$ cat src/rtl/byte_unstriping.sv
// rtl/byte_unstriping.sv - reassembles 4-lane striped words into a serial byte stream
// Two-entry word buffer feeds a byte counter; rx_Overrun latches any dropped word.
module byte_unstriping #(
   parameter logic [7:0] INACTIVE = 8'h00,
   parameter int         DEPTH    = 2
) (
   input  logic       clk,
   input  logic       rst,
   input  logic       enb,
   input  logic [7:0] rx_lane0,
   input  logic [7:0] rx_lane1,
   input  logic [7:0] rx_lane2,
   input  logic [7:0] rx_lane3,
   input  logic       rx_ValidL,
   output logic [7:0] rx_DataS,
   output logic       rx_ValidS,
   output logic       rx_Overrun
);

   typedef enum logic {IDLE, SEND} state_t;

   localparam logic [1:0] FULL = 2'(DEPTH);

   state_t      state, state_n;
   logic [1:0]  cnt, cnt_n;
   logic [1:0]  count, count_n;
   logic        rd_ptr, rd_ptr_n;
   logic        wr_ptr, wr_ptr_n;
   logic [7:0]  data_n;
   logic        valid_n;
   logic        overrun_n;
   logic        pop, accept, drop, full_after_pop;
   logic [31:0] head_word;
   logic [7:0]  head_byte;
   logic [31:0] mem [DEPTH];

   assign head_word = mem[rd_ptr];

   always_comb begin
      head_byte = head_word[7:0];
      case (cnt)
         2'd0:    head_byte = head_word[7:0];
         2'd1:    head_byte = head_word[15:8];
         2'd2:    head_byte = head_word[23:16];
         default: head_byte = head_word[31:24];
      endcase
   end

   // A pop on the same edge frees a slot, so a full buffer can still accept.
   assign pop            = enb && (state == SEND) && (cnt == 2'd3);
   assign full_after_pop = (count == FULL) && !pop;
   assign accept         = enb && rx_ValidL && !full_after_pop;
   assign drop           = enb && rx_ValidL && full_after_pop;

   always_comb begin
      state_n   = state;
      cnt_n     = cnt;
      count_n   = count;
      rd_ptr_n  = rd_ptr ^ pop;
      wr_ptr_n  = wr_ptr ^ accept;
      data_n    = rx_DataS;
      valid_n   = rx_ValidS;
      overrun_n = rx_Overrun | drop;

      case ({accept, pop})
         2'b10:   count_n = count + 2'd1;
         2'b01:   count_n = count - 2'd1;
         default: count_n = count;
      endcase

      if (enb) begin
         case (state)
            IDLE: begin
               data_n  = INACTIVE;
               valid_n = 1'b0;
               if (accept) begin
                  state_n = SEND;
                  cnt_n   = 2'd0;
               end
            end
            SEND: begin
               data_n  = head_byte;
               valid_n = 1'b1;
               cnt_n   = cnt + 2'd1;
               if (pop && count_n == 2'd0)
                  state_n = IDLE;
            end
            default: state_n = IDLE;
         endcase
      end
   end

   always_ff @(posedge clk) begin
      if (rst) begin
         state      <= IDLE;
         cnt        <= 2'd0;
         count      <= 2'd0;
         rd_ptr     <= 1'b0;
         wr_ptr     <= 1'b0;
         rx_DataS   <= INACTIVE;
         rx_ValidS  <= 1'b0;
         rx_Overrun <= 1'b0;
      end else begin
         state      <= state_n;
         cnt        <= cnt_n;
         count      <= count_n;
         rd_ptr     <= rd_ptr_n;
         wr_ptr     <= wr_ptr_n;
         rx_DataS   <= data_n;
         rx_ValidS  <= valid_n;
         rx_Overrun <= overrun_n;
      end
   end

   // Word storage carries no reset; occupancy is tracked by count.
   always_ff @(posedge clk) begin
      if (!rst && accept)
         mem[wr_ptr] <= {rx_lane3, rx_lane2, rx_lane1, rx_lane0};
   end

endmodule
$ cat config.mk
export PLATFORM = sky130hd
export DESIGN_NAME = byte_unstriping
export DESIGN_NICKNAME = d
export VERILOG_FILES = /design/src/rtl/byte_unstriping.sv
export SDC_FILE = /design/constraint.sdc
export NUM_CORES = 1
export LEC_CHECK = 0
export CORE_ASPECT_RATIO = 0.9
export CORE_MARGIN = 2
export CORE_UTILIZATION = 39
export DETAILED_ROUTE_END_ITERATION = 6
export HOLD_SLACK_MARGIN = 0.06
export PLACE_DENSITY = 0.57
export SYNTH_ARGS = -nofsm -noshare
export SYNTH_HDL_FRONTEND = slang
export SYNTH_SLANG_ARGS = --single-unit
export TNS_END_PERCENT = 30
$ cat constraint.sdc
create_clock -name clk -period 4.96 [get_ports clk]
set_input_delay 0.496 -clock clk [delete_from_list [all_inputs] [get_ports clk]]
set_output_delay 0.496 -clock clk [all_outputs]
set_load 0.05 [all_outputs]
==> implementation parameters <==
Parameter                              Value

Status
  Result of the run ... finished clean

CTS
  CTS Buffer Depth ... 2
  Clock sink total ... 81
  Post-cts repair resize count ... 0
  CTS clk-pin slew, worst paths ... 0.08 ns
  Number of buffers created by CTS ... 9
  Master cell of the clock root buffer ... sky130_fd_sc_hd__clkbuf_8
  Clock insertion delay at the later pin of the skew report ... 0.35 ns
  CTS tree ... done
  Setup Fix Bufs, Post-CTS ... 0
  Hold_buf cts ... 0
  H-tree Lvls ... 3

Timing
  Hold Violations, Final ... 0
  F_max ... 0.425 GHz
  Post-layout minimum cycle time ... 2.35 ns
  Number of setup violations in the final report ... 0
  TNS Setup ... 0 ns
  Final cycle utilization of the critical path ... 0.474
  Worst-margin pin slew ... 0.833 ns
  Worst relative slew slack ... 0.444
  Setup repair after global routing missed its margin ... false
  Final number of max-transition violations ... 0
  Clock skew ... 0.00915 ns

Synthesis
  Mean post-synth cell area ... 14.1 sq um
  Synthesized-area fraction occupied by ao, oa, aoi and oai cells ... 0.107
  Post-synthesis cell type count ... 33
  Count of flip-flops with a built-in enable after synthesis ... 64
  Main combinational cell family by area after synthesis ... compound AO/OA/AOI/OAI gates
  Primary flip-flop cell chosen by synthesis mapping ... sky130_fd_sc_hd__edfxtp_1
  Total of flip-flops plus latches after synthesis ... 81
  Synthesized instance count ... 227
  Syn_nets ... 268
  Count of warnings emitted by yosys ... 0
  Proportion of synthesized area in mux cells ... 0.0316
  Area share of fa/ha/maj cells after synthesis ... 0.0195
  Synthesized area ... 3200 sq um
  Sequential fraction of the synthesis area ... 0.706
  Ys async rst share ... 0
  Xor and xnor fraction of the mapped netlist area ... 0.00820
  Simple-gate share of the synthesized area ... 0.0984

Die
  Die boundary height ... 90.0 um
  Die outline width ... 99.5 um
  Starting Density ... 0.399
  Core ar. ... 8030 sq um
  Full die area ... 8960 sq um
  Row count ... 31
  Number of top-level pins ... 46

Final layout
  Layout cell share with drive strength beyond 1 ... 0.0942
  Final design area excluding fillers ... 3930 sq um
  Final #Nets ... 312
  Area delta synth->final ... 22.6%
  Non-Filler Instances ... 375
  Antenna Cells ... 0

Setup path
  Crit path kind ... in -> reg
  Worst path required time ... 4.96 ns
  Launching element type of the critical path ... input port
  Worst Path Max Fanout ... 32
  Critical path capture point type ... flip-flop
  Data arrival time of the critical path ... 2.35 ns

Route
  Detailed-route DRC error count ... 0
  Count of antenna-violating nets left after detailed routing ... 0
  Number of optimization iterations in the first detailed-route pass ... 4
  Routed wire length ... 6.27 mm
  Vias after detailed routing ... 1943
  Drt first-iter violations ... 57
  Vias per cell ... 5.18
  WL/cell ... 16.7 um

Place
  Count of buffers from port buffering ... 45
  Placed Cells incl. Taps ... 359
  DP Area ... 3720 sq um
  Last weighted congestion value of the routability-driven placer ... 0.713
  Detailed placer's ending HPWL ... 3.83 mm

GRT
  Via count of the first global-routing pass ... 2022
  Wire length of the first global-routing pass ... 9.97 mm
  Remaining global-route overflow ... 0
  Maximum number of pins on one net before global-route repair ... 33
  Number of antenna violations at the first check in global routing ... 0
  Total Routing Usage GR ... 0.148

Power
  Static leakage power ... 1.28 nW
  Power per unit of standard cell area ... 338 nW/um^2
  Total power draw ... 0.00133 W
  Maximum vdd ir drop ... 0.000168 V

Min path
  Class of the worst hold path ... reg -> reg

Job
  Reported max-cap violation count ... 0
==> registers in the layout, indices dropped and copies added (netlist names) <==
register	count
rx_ValidS	1
mem	64
count	2
rx_Overrun	1
cnt	2
wr_ptr	1
state	1
rx_DataS	8
rd_ptr	1
==> synthesized netlist by cell type, types with 2 or more instances <==
master	number	area (sq um)
sky130_fd_sc_hd__a32oi_1	8	70.1
sky130_fd_sc_hd__mux2i_1	9	90.1
sky130_fd_sc_hd__ha_1	5	62.6
sky130_fd_sc_hd__inv_1	2	7.51
sky130_fd_sc_hd__nor2b_1	10	62.6
sky130_fd_sc_hd__a22oi_1	16	120
sky130_fd_sc_hd__a21oi_1	11	55.1
sky130_fd_sc_hd__dfxtp_1	17	340
sky130_fd_sc_hd__edfxtp_1	64	1920
sky130_fd_sc_hd__nor3b_1	2	15.0
sky130_fd_sc_hd__buf_4	5	37.5
sky130_fd_sc_hd__nand2_1	19	71.3
sky130_fd_sc_hd__a31oi_1	10	62.6
sky130_fd_sc_hd__nor3_1	4	20.0
sky130_fd_sc_hd__xor2_1	2	17.5
sky130_fd_sc_hd__nor2_1	15	56.3
sky130_fd_sc_hd__buf_2	6	30.0
sky130_fd_sc_hd__clkbuf_2	3	15.0
sky130_fd_sc_hd__nand3_1	5	25.0
==> per-stage QoR <==
step | util | hold WS (ns) | setup WS [ns]
floorplan | - | 0.494 | 1.19
global placement | 0.464 | 0.458 | 2.27
detailed placement | 0.464 | 0.471 | 2.26
CTS | 0.489 | 0.489 | 2.62
global route | 0.489 | 0.511 | 2.52
finish | 0.489 | 0.482 | 2.61
==> cell type report <==
| type | count | area (sq um) |
|---|---|---|
| timing repair buffer | 48 | 473 |
| inverter | 2 | 7.51 |
| sequential | 81 | 2260 |
| clock inverter | 6 | 75.1 |
| multi-input combinational | 129 | 858 |
| clock buffer | 10 | 128 |
| fill | 707 | 4100 |
| tap | 99 | 124 |
==> metal layers <==
metal  up-vias  routed length, um  GRT usage
li1        946                  -          -
met1       948               2770      0.185
met2        41               3200      0.251
met3         8                234     0.0443
met4         0                 76     0.0411
met5         -                  0          0
==> cells by family after synthesis <==
family          Yosys count
compound gates           48
xor+xnor                  3
flops                    81
simple gates             63
buf+inv                  17
mux                      10
fa+ha+maj                 5
==> worst paths after layout <==
check                                           endpoint  slack (ns)                  start  cells after the start
worst min-delay path               rx_Overrun$_SDFF_PP0_        0.48  rx_Overrun$_SDFF_PP0_                      2
worst min register to register     rx_Overrun$_SDFF_PP0_        0.48  rx_Overrun$_SDFF_PP0_                      2
worst max-delay path                mem[1][18]$_DFFE_PP_        2.61                    enb                      4
worst max register to register  rx_DataS[4]$_SDFFE_PP0P_        2.82      rd_ptr$_SDFF_PP0_                      4
==> critical path: stages <==
cell,delay [ns]
sky130_fd_sc_hd__clkdlybuf4s50_1,1.00
sky130_fd_sc_hd__o211ai_4,0.22
sky130_fd_sc_hd__nor3b_2,0.19
sky130_fd_sc_hd__buf_4,0.42
==> placed cells by master, fill, tap and decap left out, types with 3 or more instances in the layout <==
master and instances:
sky130_fd_sc_hd__nor3_1 3, sky130_fd_sc_hd__a22oi_1 16, sky130_fd_sc_hd__nand2_1 19, sky130_fd_sc_hd__nor2b_1 10
sky130_fd_sc_hd__a21oi_1 11, sky130_fd_sc_hd__mux2i_1 9, sky130_fd_sc_hd__buf_4 3, sky130_fd_sc_hd__clkdlybuf4s50_1 45
sky130_fd_sc_hd__dfxtp_1 17, sky130_fd_sc_hd__nor2_1 15, sky130_fd_sc_hd__a31oi_1 10, sky130_fd_sc_hd__ha_1 5
sky130_fd_sc_hd__nand3_1 5, sky130_fd_sc_hd__clkbuf_8 9, sky130_fd_sc_hd__edfxtp_1 64, sky130_fd_sc_hd__a32oi_1 8
==> power breakdown <==
part | internal [W] | switching (W) | total [W]
registers | 0.000748 | 0.00000783 | 0.000756
logic | 0.0000412 | 0.0000425 | 0.0000837
clock network | 0.000241 | 0.000247 | 0.000488
total | 0.00103 | 0.000298 | 0.00133
No activity file was read; power rests on OpenSTA's default activity.
